**src/rtl/soc_slave_arbiter.sv**
```systemverilog
// soc_slave_arbiter: transaction-locking arbiter that shares one memory-bus
// slave between three masters. Index 0 is high priority (external bus).
// Indices 1 and 2 are low priority (instruction, data) and are served
// round-robin between themselves. A grant is held until the transaction
// completes, aborts or times out. Every new grant is decided in an IDLE cycle.
module soc_slave_arbiter #(
    parameter int STARVE_LIMIT   = 4,
    parameter int TIMEOUT_CYCLES = 256,
    parameter int ADDR_W         = 32,
    parameter int DATA_W         = 32
) (
    input  logic                      clk,
    input  logic                      res,
    // master side, three buses packed side by side (master i at slice i)
    input  logic [2:0]                master_req,
    input  logic [3*ADDR_W-1:0]       master_addr,
    input  logic [3*DATA_W-1:0]       master_write_data,
    input  logic [2:0]                master_write_en,
    input  logic [3*(DATA_W/8)-1:0]   master_byte_en,
    output logic [3*DATA_W-1:0]       master_read_data,
    output logic [2:0]                master_valid,
    // shared slave
    output logic                      slave_req,
    output logic [ADDR_W-1:0]         slave_addr,
    output logic [DATA_W-1:0]         slave_write_data,
    output logic                      slave_write_en,
    output logic [DATA_W/8-1:0]       slave_byte_en,
    input  logic [DATA_W-1:0]         slave_read_data,
    input  logic                      slave_valid,
    // status
    output logic                      busy,
    output logic [1:0]                grant_index,
    output logic                      timeout_err
);

    localparam int BE_W     = DATA_W / 8;
    localparam int STARVE_W = (STARVE_LIMIT > 0) ? $clog2(STARVE_LIMIT + 1) : 1;
    localparam int WAIT_W   = (TIMEOUT_CYCLES > 0) ? $clog2(TIMEOUT_CYCLES + 1) : 1;

    localparam logic [STARVE_W-1:0] STARVE_MAX = STARVE_W'(STARVE_LIMIT);
    localparam logic [WAIT_W-1:0]   WAIT_LAST  =
        WAIT_W'((TIMEOUT_CYCLES > 0) ? TIMEOUT_CYCLES - 1 : 0);
    localparam logic                TIMEOUT_EN = (TIMEOUT_CYCLES != 0);

    localparam logic ST_IDLE = 1'b0;
    localparam logic ST_BUSY = 1'b1;

    logic                state;
    logic [1:0]          grant_q;
    logic                rr_last;      // 1: master 2 was the last low-priority winner
    logic [STARVE_W-1:0] starve_cnt;
    logic [WAIT_W-1:0]   wait_cnt;

    logic                low_pending;
    logic                m0_wins;
    logic [1:0]          low_pick;
    logic [1:0]          winner;

    logic                sel_req;
    logic [ADDR_W-1:0]   sel_addr;
    logic [DATA_W-1:0]   sel_wdata;
    logic                sel_we;
    logic [BE_W-1:0]     sel_be;

    logic                is_busy;
    logic                timeout_hit;
    logic                done;

    // Arbitration: master 0 wins unless the starvation bound forces a low-priority turn.
    always_comb begin
        // NOTE: every signal gets a default first so no path leaves it unassigned (no latch).
        low_pending = master_req[1] | master_req[2];
        m0_wins     = master_req[0] &&
                      ((STARVE_LIMIT == 0) || (starve_cnt < STARVE_MAX) || !low_pending);
        low_pick    = 2'd2;
        if (master_req[1] && master_req[2]) begin
            low_pick = rr_last ? 2'd1 : 2'd2;
        end else if (master_req[1]) begin
            low_pick = 2'd1;
        end
        winner = m0_wins ? 2'd0 : low_pick;
    end

    // Select the granted master's request fields.
    always_comb begin
        sel_req   = 1'b0;
        sel_addr  = '0;
        sel_wdata = '0;
        sel_we    = 1'b0;
        sel_be    = '0;
        for (int i = 0; i < 3; i++) begin
            if (grant_q == 2'(i)) begin
                sel_req   = master_req[i];
                sel_addr  = master_addr[i*ADDR_W +: ADDR_W];
                sel_wdata = master_write_data[i*DATA_W +: DATA_W];
                sel_we    = master_write_en[i];
                sel_be    = master_byte_en[i*BE_W +: BE_W];
            end
        end
    end

    assign is_busy     = (state == ST_BUSY);
    assign timeout_hit = is_busy && TIMEOUT_EN && (wait_cnt == WAIT_LAST) && !slave_valid;
    assign done        = is_busy && (slave_valid || !sel_req || timeout_hit);

    // Route the granted master to the slave, and the slave response back to it.
    always_comb begin
        slave_req        = 1'b0;
        slave_addr       = '0;
        slave_write_data = '0;
        slave_write_en   = 1'b0;
        slave_byte_en    = '0;
        master_valid     = '0;
        master_read_data = '0;
        if (is_busy) begin
            slave_req        = sel_req;
            slave_addr       = sel_addr;
            slave_write_data = sel_wdata;
            slave_write_en   = sel_we;
            slave_byte_en    = sel_be;
            for (int i = 0; i < 3; i++) begin
                if (grant_q == 2'(i)) begin
                    master_valid[i] = slave_valid | timeout_hit;
                    master_read_data[i*DATA_W +: DATA_W] =
                        timeout_hit ? '0 : slave_read_data;
                end
            end
        end
    end

    assign busy        = is_busy;
    assign grant_index = grant_q;
    assign timeout_err = timeout_hit;

    // State, grant lock, round-robin pointer, starvation and timeout counters.
    always_ff @(posedge clk) begin
        // NOTE: non-blocking assignments so every register samples pre-edge values.
        if (res) begin
            state      <= ST_IDLE;
            grant_q    <= 2'd0;
            rr_last    <= 1'b1;
            starve_cnt <= '0;
            wait_cnt   <= '0;
        end else begin
            case (state)
                ST_IDLE: begin
                    wait_cnt <= '0;
                    if (|master_req) begin
                        state   <= ST_BUSY;
                        grant_q <= winner;
                        if (winner == 2'd0) begin
                            if (low_pending && (starve_cnt != STARVE_MAX)) begin
                                starve_cnt <= starve_cnt + 1'b1;
                            end
                        end else begin
                            starve_cnt <= '0;
                            rr_last    <= (winner == 2'd2);
                        end
                    end
                end
                default: begin
                    if (done) begin
                        state    <= ST_IDLE;
                        grant_q  <= 2'd0;
                        wait_cnt <= '0;
                    end else if (wait_cnt != '1) begin
                        wait_cnt <= wait_cnt + 1'b1;
                    end
                end
            endcase
        end
    end

endmodule
```
**config.mk**
```make
export PLATFORM = sky130hd
export DESIGN_NAME = soc_slave_arbiter
export DESIGN_NICKNAME = d
export VERILOG_FILES = /design/src/rtl/soc_slave_arbiter.sv
export SDC_FILE = /design/constraint.sdc
export NUM_CORES = 1
export LEC_CHECK = 0
export BUFFER_PORTS_ARGS = -buffer_cell sky130_fd_sc_hd__buf_2
export CORE_AREA = 8 8 157 159
export CTS_CLUSTER_SIZE = 40
export DETAILED_ROUTE_END_ITERATION = 10
export DIE_AREA = 0 0 165 167
export PLACE_DENSITY = 0.52
export RECOVER_POWER = 50
export REMOVE_ABC_BUFFERS = 1
export SLEW_MARGIN = 20
export SYNTH_ARGS = -nofsm -noshare
export SYNTH_HDL_FRONTEND = slang
export SYNTH_SLANG_ARGS = --single-unit
```
**constraint.sdc**
```tcl
create_clock -name clk -period 2.75 [get_ports clk]
set_input_delay 0.825 -clock clk [delete_from_list [all_inputs] [get_ports clk]]
set_output_delay 0.825 -clock clk [all_outputs]
set_load 0.005 [all_outputs]
```
Word-level counts from Yosys, hierarchy flattened
Cells that the tools add are included.

Mux-type cells: 41. Reduce and logical (&&, ||, !) cells: 20. $lt $le $gt $ge: 1. Add/sub/neg operators: 2. Bitwise gates (word level): 4. Eq/ne operators: 8.

Operators with widths (count): 32-bit two-way mux (12); 96-bit two-way mux (1); 4-bit two-way mux (4); 1-bit two-way mux (14); 2-bit two-way mux (7); 9-bit by 1-bit adder with 9-bit output, second input constant (1); 9-bit by 8-bit == test with 1-bit output, second input constant (1); 3-bit two-way mux (3); 9-bit inequality test, second input constant (1); 1-bit logical AND (6); 3-bit AND reduction (2); 3-bit OR reduction (2); 2-bit == test, second input constant (2); 2-bit zero test (2); 2-bit by 1-bit inequality test with 1-bit output, second input constant (2); 3-bit by 1-bit adder with 3-bit output, second input constant (1); 1-bit zero test (3); 1-bit logical OR (3); 3-bit less-than comparator, second input constant (1); 3-bit inequality test, second input constant (1); 2-bit by 1-bit == test with 1-bit output, second input constant (1); 1-bit NOT (2); 1-bit OR (2); 2-bit AND reduction (1); 2-bit nonzero test (1).

Bits of input ports: 245. Word-level logic and storage cells: 81. Output and inout port bits: 173. Register bits: 16.

Longest topological paths before layout
Gate-level depths: netlist (run 1).

Depth in word-level cells: 10. Mapped depth: 9. Mapped depth without buffers: 8.

Worst setup path before layout (run 1)
No wires, ideal clock.

Kind: register -> output. From: register wait_cnt[0]. To: output master_read_data[65]. Path buffers: 1. Arrival: 1.598 ns. Cell stages (with the launch flop): 9. Setup slack: 0.327 ns. Cell sequence: dfxtp_1 > ha_1 > nand3_1 > nor2_1 > ha_1 > nor2b_1 > nor2_1 > clkbuf_2 > and2_1.

Longest elaborated chain between the ends: 6.

Ends and longest elaborated chain: start: declaration (RTL line 52) `logic [WAIT_W-1:0] wait_cnt;`; start signal: assignment (RTL line 167) `wait_cnt <= wait_cnt + 1'b1;`; 9-bit by 8-bit == test with 1-bit output (RTL line 103) `assign timeout_hit = is_busy && TIMEOUT_EN && (wait_cnt == WAIT_LAST) && !slave_valid;`; 1-bit logical AND (2 in a row) (RTL line 103); 32-bit two-way mux (RTL line 125) `timeout_hit ? '0 : slave_read_data;`; 32-bit two-way mux (RTL line 122) `if (grant_q == 2'(i)) begin`; 96-bit two-way mux (RTL line 115) `if (is_busy) begin`; end: declaration (RTL line 20) `output logic [3*DATA_W-1:0] master_read_data,`.

Every way passes these cells.

Worst setup path in the final report (run 1)
From: register wait_cnt[0]. To: output master_read_data[94].

Same word-level chain as after synthesis.

==> flow_summary.ini, run 1 <==
[power_and_ir_drop]
p_leak_nw = 3.31
combPwrFrac_pct = 58.4
p_int_uw = 894
ir_worst_vdd_mv = 0.248
totalPowerFinal_mw = 1.36
total_switching_power_uw = 466
power.share.sequential_pct = 18.2
pwr-share-clk_pct = 23.4
p_per_area_nw_per_um2 = 206
swShare_pct = 34.2

[synth]
synth_edf_count = 0
synth_warnings = 0
yosys.area.top_type_share_pct = 30.8
synthArstFlopShare_pct = 0
synth_compound_area_share_pct = 12.8
syn-cell-area_um2 = 3420
synth_xor_xnor_area_share_pct = 1.79
synth_ff_type = dfxtp_1
netlist_top_cells_area = and2_1 (31%), mux2i_1 (21%), o21ai_0 (10%), dfxtp_1 (9.4%), nand2_1 (8.2%)
syn_inst = 519
yosysSeqAreaShare_pct = 9.38
synth-adder-area-share_pct = 1.83
syn_avg_cell_area_um2 = 6.58
synth_top_cells_by_count = and2_1 (168), nand2_1 (75), mux2i_1 (71), o21ai_0 (70), nor2_1 (20)
synth.distinct_cells = 36
synth.most_common_cell = and2_1
synth_top_family_by_area = simple AND/OR/NAND/NOR gates
muxShareOfSynthArea_pct = 20.8
synth_top_area_cell = and2_1
synth-seq-cells = 16
synthSimpleGateAreaFrac_pct = 45.9

[placement]
postPlaceCellArea_um2 = 5870
dp_cells = 1196
dpl.hpwl_um = 15300
port_buffers = 417
place_ws_ns = 0.0522
globalplace.congestion = 0.826

[cts]
htreeDepth = 1
clk_latency_ns = 0.25
cts.clk_slew.worst_paths_ns = 0.05
cts_buffer_depth = 2
numClockSinks = 16
postCtsHoldBufs = 0
cts_root_buffer = clkbuf_16
cts_buffers = 3
cts_tree = built

[floorplanning]
initial_core_util_pct = 15.4
core_um2 = 22200
die_height_um = 167
rows = 55
die_x_um = 165
die_area_um2 = 27600
ios = 418

[finish]
antenna_cells = 0
layout-drive-gt1-share_pct = 55.8
final_core_util_pct = 29.7
area_delta_synth_final_pct = 93.2
finalNonFillerCells = 1214
design_area_um2 = 6600
nNetsFinal = 1180

[timing]
hold_violations = 0
fmax_mhz = 359
setup_ws_ns = -0.0338
worst_slew_pin_slew_ns = 0.749
setup_violations = 17
finalMaxSlewViolations = 0
fin_crit_sh_pct = 101
clock_skew_ns = 0.00149
period_needed_ns = 2.78
grt_setup_unrepaired = yes
slew_headroom_pct = 50.1

[global_route]
overflow = 0
antenna_found_initial = 0
grt.total_usage_pct = 12.0
grt_pass1_vias = 4683
grt_max_degree = 80
grt_pass1_wl_um = 26800

[route]
wl_per_cell_um = 16.1
via_count = 4983
drc = 0
drt-total-wl_um = 19600
postRouteAntennaNets = 0
routed_via_density = 4.10
dr.pass1.iters = 4
first_iter_violations = 208

[hold_path]
holdPathStages = 2
min_path_type = flip-flop to flip-flop

[worst_setup_path]
cp-start-kind = flip-flop
reg2reg_depth = 9
cp.arrival_ns = 1.96
crit_type = flip-flop to output pin
path_max_fanout = 8
cp-end-kind = output pin
required_ns = 1.93

[run_status]
violations = setup timing
status = complete, but fails checks

[flow_run]
max_cap_viol_count = 0
critical path, cell delays in order, from the launching register on:
cell	delay, ns
dfxtp_2	0.33
ha_4	0.17
nand3_4	0.06
nor2_4	0.05
ha_4	0.16
nor2b_4	0.13
buf_6	0.12
nor2_4	0.22
clkbuf_16	0.22
and2_4	0.15
buf_6	0.09
final timing paths:
| kind | start | to | slack, ns |
|---|---|---|---|
| hold reg to reg | starve_cnt[1] | starve_cnt[1] | 0.48 |
| hold / removal | starve_cnt[1] | starve_cnt[1] | 0.48 |
| setup / recovery | wait_cnt[0] | master_read_data[94] | -0.03 |
| setup reg to reg | wait_cnt[0] | wait_cnt[7] | 0.78 |
repair_timing:
| action | 4_1_cts | 5_1_grt |
|---|---|---|
| endpoints found under the setup margin | 96 | 96 |
| gates cloned | 2 | 3 |
| gates resized for setup | 21 | 99 |
| buffers inserted | 8 | 3 |
| pin swaps | 6 | 41 |
kinds of logic (layout without fill, tap and decap cells):
family	after synthesis	after routing
and+or+nand+nor	287	287
AOI/OAI and AO/OA	82	82
muxes	71	71
buffers and inverters	51	461
DFF	16	16
xor gates and xnor gates	7	7
adders and majority gates	5	5
through the flow:
stage	TNS [ns]	hold WS (ns)
after floorplan	-390.91	0.443
after global placement	0	0.461
after detailed placement	0	0.479
after CTS	0	0.487
after global routing	-4.44	0.508
final	-0.331	0.477
flip-flops by register name (all words and copies together) (netlist names):
register / flops
wait_cnt: 9
grant_index: 2
starve_cnt: 3
rr_last: 1
busy: 1
area by class of cell:
| cell class | instances | area [µm²] |
|---|---|---|
| Tap cell | 285 | 357 |
| Timing Repair Buffer | 449 | 2770 |
| Multi-Input combinational cell | 452 | 3020 |
| Clock buffer | 4 | 88.8 |
| Sequential cell | 16 | 333 |
| Inverter | 8 | 30.0 |
| Fill cell | 2424 | 15600 |
routing by layer:
layer / up-vias / routed length [µm] / global-route usage [%]
met5: - / 0 / 0
met4: 0 / 221 / 1.49
met3: 20 / 1760 / 1.63
met2: 204 / 10100 / 22.2
met1: 2241 / 7470 / 14.7
li1: 2518 / - / -
power groups by stage:
stage	Combinational (mW)	Sequential, mW	Clock, mW
3_3_place_gp	0.722	0.254	0
4_1_cts	0.769	0.249	0.322
5_1_grt	0.867	0.249	0.330
3_5_place_dp	0.724	0.254	0
6_report	0.795	0.248	0.318
2_1_floorplan	0.268	0.287	0
layout by cell type (no fill, tap or decap), types with 2 or more instances in the layout:
cell type and count:
buf_2 367, and2_1 119, nand2_1 75, o21ai_0 72, mux2i_1 71, buf_6 52
and2_4 49, nor2_1 18, buf_4 18, inv_1 8, dfxtp_1 8, dfxtp_2 7
buf_12 6, clkbuf_16 5, nor3_1 4, a21oi_1 4, xor2_1 4, nand3_1 3
nand4_1 3, xnor2_1 3, ha_1 3, nor2b_4 2, nor2_4 2, nor2b_1 2
a31oi_1 2, ha_4 2, clkbuf_1 2
Power figures use the tool's default switching activity.
==> inputs of run 2 (changes only) <==
REMOVE_ABC_BUFFERS = default   (was 1)
clock period = 2.8 ns   (was 2.75 ns; I/O delays follow)
==> run 2 against run 1 <==
The flow now finishes without violations. Worst setup slack better by 0.078 ns. Die area stayed put. Power is 8.5% lower. Critical path type unchanged. Largest power group unchanged.
==> flow_summary.ini, run 2 (synthesis results as in run 1) <==
[finish]
layout_commonest_cell = buf_2
largest_reg_flops = 9
area_delta_synth_final_pct = 84.0
multi_input_area_um2 = 2920
antenna_cells = 0
top_register = wait_cnt
nNetsFinal = 1181
layout-drive-gt1-share_pct = 52.7
final_cell_mix = buf_2 (400), and2_1 (150), nand2_1 (75)
regArea_um2 = 342
filler_cell_count = 2452

[hold_path]
min_path_type = flip-flop to flip-flop
hold_start = starve_cnt[1]
holdPathEnd = starve_cnt[1]
holdPathStages = 2

[worst_setup_path]
reg2reg_depth = 8
cp.arrival_ns = 1.92
cp-start-kind = flip-flop
cp_cell_sequence = ha_4 > nand3_2 > nor2_4 > ha_2 > nor2b_4 > nor3b_2 > buf_12 > and2_1 > buf_2
path_max_fanout = 32
required_ns = 1.96
crit_slowest_cell = dfxtp_4
crit_type = flip-flop to output pin
cp-end-kind = output pin
crit-reg2reg-launch = wait_cnt[0]
slowest_delay_ns = 0.37
rrSetupSlack_ns = 1.03
rr_endpoint = wait_cnt[2]

[floorplanning]
die_height_um = 167
ios = 418
die_x_um = 165
core_um2 = 22200
die_area_um2 = 27600
initial_core_util_pct = 15.4
rows = 55

[cts]
cts_buffers = 3
cts_buffer_depth = 2
postCtsHoldBufs = 0
htreeDepth = 1
cts.clk_slew.worst_paths_ns = 0.05
cts_tree = built
numClockSinks = 16
clk_latency_ns = 0.24
cts_root_buffer = clkbuf_16

[timing]
setup_ws_ns = 0.0440
fin_crit_sh_pct = 98.4
fmax_mhz = 363
clock_skew_ns = 0.00140
grt_setup_unrepaired = yes
slew_headroom_pct = 68.8
period_needed_ns = 2.76
hold_violations = 0
worst_slew_pin_slew_ns = 0.468
finalMaxSlewViolations = 0
setup_violations = 0

[route]
routed_via_density = 4.02
drc = 0
drt-total-wl_um = 18500
via_count = 4879
dr.pass1.iters = 4
wl_per_cell_um = 15.2
first_iter_violations = 270
postRouteAntennaNets = 0

[power_and_ir_drop]
total_switching_power_uw = 431
p_per_area_nw_per_um2 = 198
power.share.sequential_pct = 19.2
combPwrFrac_pct = 58.2
totalPowerFinal_mw = 1.24
p_leak_nw = 3.23
ir_worst_vdd_mv = 0.263
pwr-share-clk_pct = 22.6
swShare_pct = 34.6
p_int_uw = 814

[global_route]
grt_pass1_vias = 4769
antenna_found_initial = 0
overflow = 0
grt_pass1_wl_um = 25800
grt.total_usage_pct = 11.4
grt_max_degree = 70

[flow_run]
max_cap_viol_count = 0

[synth]
synth_fp_nets = 769

[placement]
globalplace.congestion = 0.808
dpl.hpwl_um = 15000
port_buffers = 417
place_ws_ns = 0.0750

[run_status]
status = finished, final reports clean
==> run 2: cell count changes in the layout (fill, tap and decap cells not counted), sizes merged <==
cell / before / now
buf: 444 / 447
clkbuf: 9 / 7
==> run 2: metrics by stage <==
step | cell area (µm²) | TNS [ns] | hold WS (ns) | instances | utilization, %
3_3_place_gp | 5850 | 0 | 0.466 | 1197 | 26.3
3_5_place_dp | 5850 | 0 | 0.475 | 1197 | 26.3
5_1_grt | 6280 | -2.33 | 0.510 | 1215 | 28.3
4_1_cts | 5940 | 0 | 0.482 | 1201 | 26.7
6_report | 6280 | 0 | 0.481 | 1215 | 28.3
2_1_floorplan | 3420 | 0 | 0.443 | 519 | -
==> run 2: layout make-up <==
class | count | share of cell area [%]
clock buffer | 4 | 1.25
sequential | 16 | 5.44
multi-input combinational | 452 | 46.5
tap | 285 | 5.67
timing repair buffer | 450 | 40.7
inverter | 8 | 0.478
==> run 2: repair_timing <==
item / CTS / global route
endpoints found under the setup margin: 96 / 97
gates cloned: 0 / 3
hold endpoints to repair: 0 / 0
pin swaps: 0 / 18
gates resized for setup: 4 / 50
buffers inserted: 0 / 11
==> run 2: critical path: cells and delay by family, from the launching register on <==
family	cells	cell delay, ns
buffers and inverters	2	0.29
AND/OR/NAND/NOR	5	0.67
adder cells (fa/ha/maj)	2	0.32
flip-flops	1	0.37
==> run 2: power groups by stage <==
stage | clock, mW | sequential, mW | combinational (mW)
2_1_floorplan | 0 | 0.243 | 0.316
3_3_place_gp | 0 | 0.249 | 0.704
3_5_place_dp | 0 | 0.249 | 0.704
4_1_cts | 0.289 | 0.245 | 0.707
5_1_grt | 0.297 | 0.240 | 0.801
6_report | 0.282 | 0.239 | 0.724
==> run 2: worst max path at each step <==
stage	start	end	slack, ns	cells past startpoint
finish	wait_cnt[0]	master_read_data[10]	0.04	9
global route	wait_cnt[2]	master_read_data[7]	-0.06	8
CTS	wait_cnt[0]	master_read_data[10]	0.01	9
detailed placement	wait_cnt[0]	master_read_data[73]	0.08	9
global placement	wait_cnt[0]	master_read_data[76]	0.15	9
floorplan	wait_cnt[0]	master_read_data[65]	0.36	8
==> run 2: layer usage <==
metal | GRT usage, % | part of all wire, % | up-vias | wire, µm
li1 | - | - | 2520 | -
met1 | 12.7 | 38 | 2115 | 7040
met2 | 21.8 | 51 | 230 | 9450
met3 | 2.49 | 9.9 | 14 | 1830
met4 | 1.61 | 1.1 | 0 | 203
met5 | 0 | 0 | - | 0
==> inputs of run 3 (changes only) <==
PLACE_DENSITY = 0.54   (was 0.52)
clock period = 2.5 ns   (was 2.8 ns; I/O delays follow)
==> run 3 against run 2 <==
The flow now finishes with violations (setup timing). Combinational power up 11%. Sequential share of layout area down 0.25 points. Power up 14%. Cell count about the same. Utilization up 0.18 points. First-iteration DRC count down 13%. Wire length up 3.2%. Worst setup slack worse by 0.26 ns. Via count up 1.5%. Die area unchanged. Critical endpoint is now master_read_data[46]. Largest cell class unchanged.
==> flow_summary.ini, run 3 (synthesis results as in run 1) <==
[power_and_ir_drop]
power.share.sequential_pct = 19.1
p_int_uw = 930
pwr-share-clk_pct = 24.4
ir_worst_vdd_mv = 0.179
combPwrFrac_pct = 56.5
total_switching_power_uw = 488
p_per_area_nw_per_um2 = 224
swShare_pct = 34.4
p_leak_nw = 3.22
totalPowerFinal_mw = 1.42

[timing]
fmax_mhz = 368
hold_violations = 0
clock_skew_ns = 0.00295
grt_setup_unrepaired = yes
finalMaxSlewViolations = 0
period_needed_ns = 2.72
setup_ws_ns = -0.216
worst_slew_pin_slew_ns = 0.821
fin_crit_sh_pct = 109
setup_violations = 99
slew_headroom_pct = 45.3

[floorplanning]
die_area_um2 = 27600
core_um2 = 22200
rows = 55
ios = 418
die_height_um = 167
initial_core_util_pct = 15.4
die_x_um = 165

[cts]
postCtsHoldBufs = 0
cts.clk_slew.worst_paths_ns = 0.05
clk_latency_ns = 0.25
numClockSinks = 16
cts_root_buffer = clkbuf_16
cts_buffer_depth = 2
htreeDepth = 1
cts_tree = built
cts_buffers = 3

[global_route]
grt.total_usage_pct = 12.6
grt_pass1_wl_um = 28300
grt_max_degree = 47
overflow = 0
grt_pass1_vias = 5061
antenna_found_initial = 1

[route]
routed_via_density = 4.07
wl_per_cell_um = 15.7
drt-total-wl_um = 19100
dr.pass1.iters = 4
via_count = 4954
first_iter_violations = 236
postRouteAntennaNets = 0
drc = 0

[worst_setup_path]
crit-reg2reg-launch = wait_cnt[0]
cp.arrival_ns = 1.97
cp-end-kind = output pin
cp-start-kind = flip-flop
required_ns = 1.75
critical_path.startpoint = wait_cnt[0]
path_max_fanout = 16
crit_type = flip-flop to output pin

[hold_path]
min_path_type = flip-flop to flip-flop
hold_start = starve_cnt[2]

[placement]
dp_cells = 1199
dpl.hpwl_um = 15600
globalplace.congestion = 0.779
port_buffers = 417
place_ws_ns = -0.271

[finish]
final_cell_mix = buf_2 (396), and2_1 (148), mux2i_1 (70)
final_core_util_pct = 28.5
area_delta_synth_final_pct = 85.2
nNetsFinal = 1182
top_register = wait_cnt
finalNonFillerCells = 1216
layout_commonest_cell = buf_2
layout-drive-gt1-share_pct = 53.0
antenna_cells = 0
largest_reg_flops = 9

[run_status]
status = complete, but fails checks
violations = setup timing

[synth]
synth_fp_nets = 769

[flow_run]
max_cap_viol_count = 0
==> run 3: cell types whose count changed in the layout (fill, tap and decap cells not counted), moves of 4 or more <==
cell     before  now
nand2_1      75   68
buf_2       400  396
o21ai_1       2    6
buf_4        24   20
o21ai_0      70   66
nand2_2       0    7
dfxtp_1       7   12
==> run 3: layer usage <==
layer | track usage [%] | vias up | wire length [µm]
met5 | 0 | - | 12
met4 | 1.72 | 2 | 202
met2 | 23.8 | 222 | 9830
li1 | - | 2523 | -
met1 | 14.1 | 2189 | 7180
met3 | 3.18 | 18 | 1870
==> run 3: worst paths after layout <==
kind                               end  depth (start not counted)  slack (ns)
hold reg to reg          starve_cnt[2]                          2        0.48
setup / recovery  master_read_data[46]                          8       -0.22
hold / removal           starve_cnt[2]                          2        0.48
setup reg to reg           wait_cnt[6]                         17       -0.08
==> run 3: power groups by stage <==
stage,Combinational (mW),Sequential (mW),Clock [mW]
after global placement,0.787,0.276,0
after global routing,0.888,0.273,0.369
after floorplan,0.353,0.272,0
after CTS,0.814,0.271,0.353
after detailed placement,0.793,0.276,0
final,0.801,0.271,0.346
==> run 3: cell type report <==
class	count	area [µm²]
sequential	16	328
tap	285	357
multi-input combinational	453	2980
clock buffer	4	88.8
fill	2468	15900
inverter	8	30.0
timing repair buffer	450	2540
==> run 3: timing repair <==
item / CTS / global route
pin swaps: 18 / 3
gates cloned: 2 / 0
gates resized for setup: 50 / 19
buffers inserted: 11 / 0
hold endpoints to repair: 0 / 0
endpoints found under the setup margin: 97 / 118
==> run 3: critical path: stages, from the launching register on <==
cell and delay (ns):
dfxtp_2 0.33, ha_4 0.16, nand3_2 0.08, nor2_4 0.05, ha_4 0.16, nor2b_4 0.14
nor2_2 0.46, and2_1 0.21, buf_2 0.12
==> run 3: metrics by stage <==
stage          hold WS, ns  cell area (µm²)  setup TNS (ns)
2_1_floorplan        0.443             3420               0
3_3_place_gp         0.465             5880           -6.30
3_5_place_dp         0.477             5880           -9.01
4_1_cts              0.486             6300          -16.67
5_1_grt              0.525             6320          -30.15
6_report             0.479             6320          -17.62
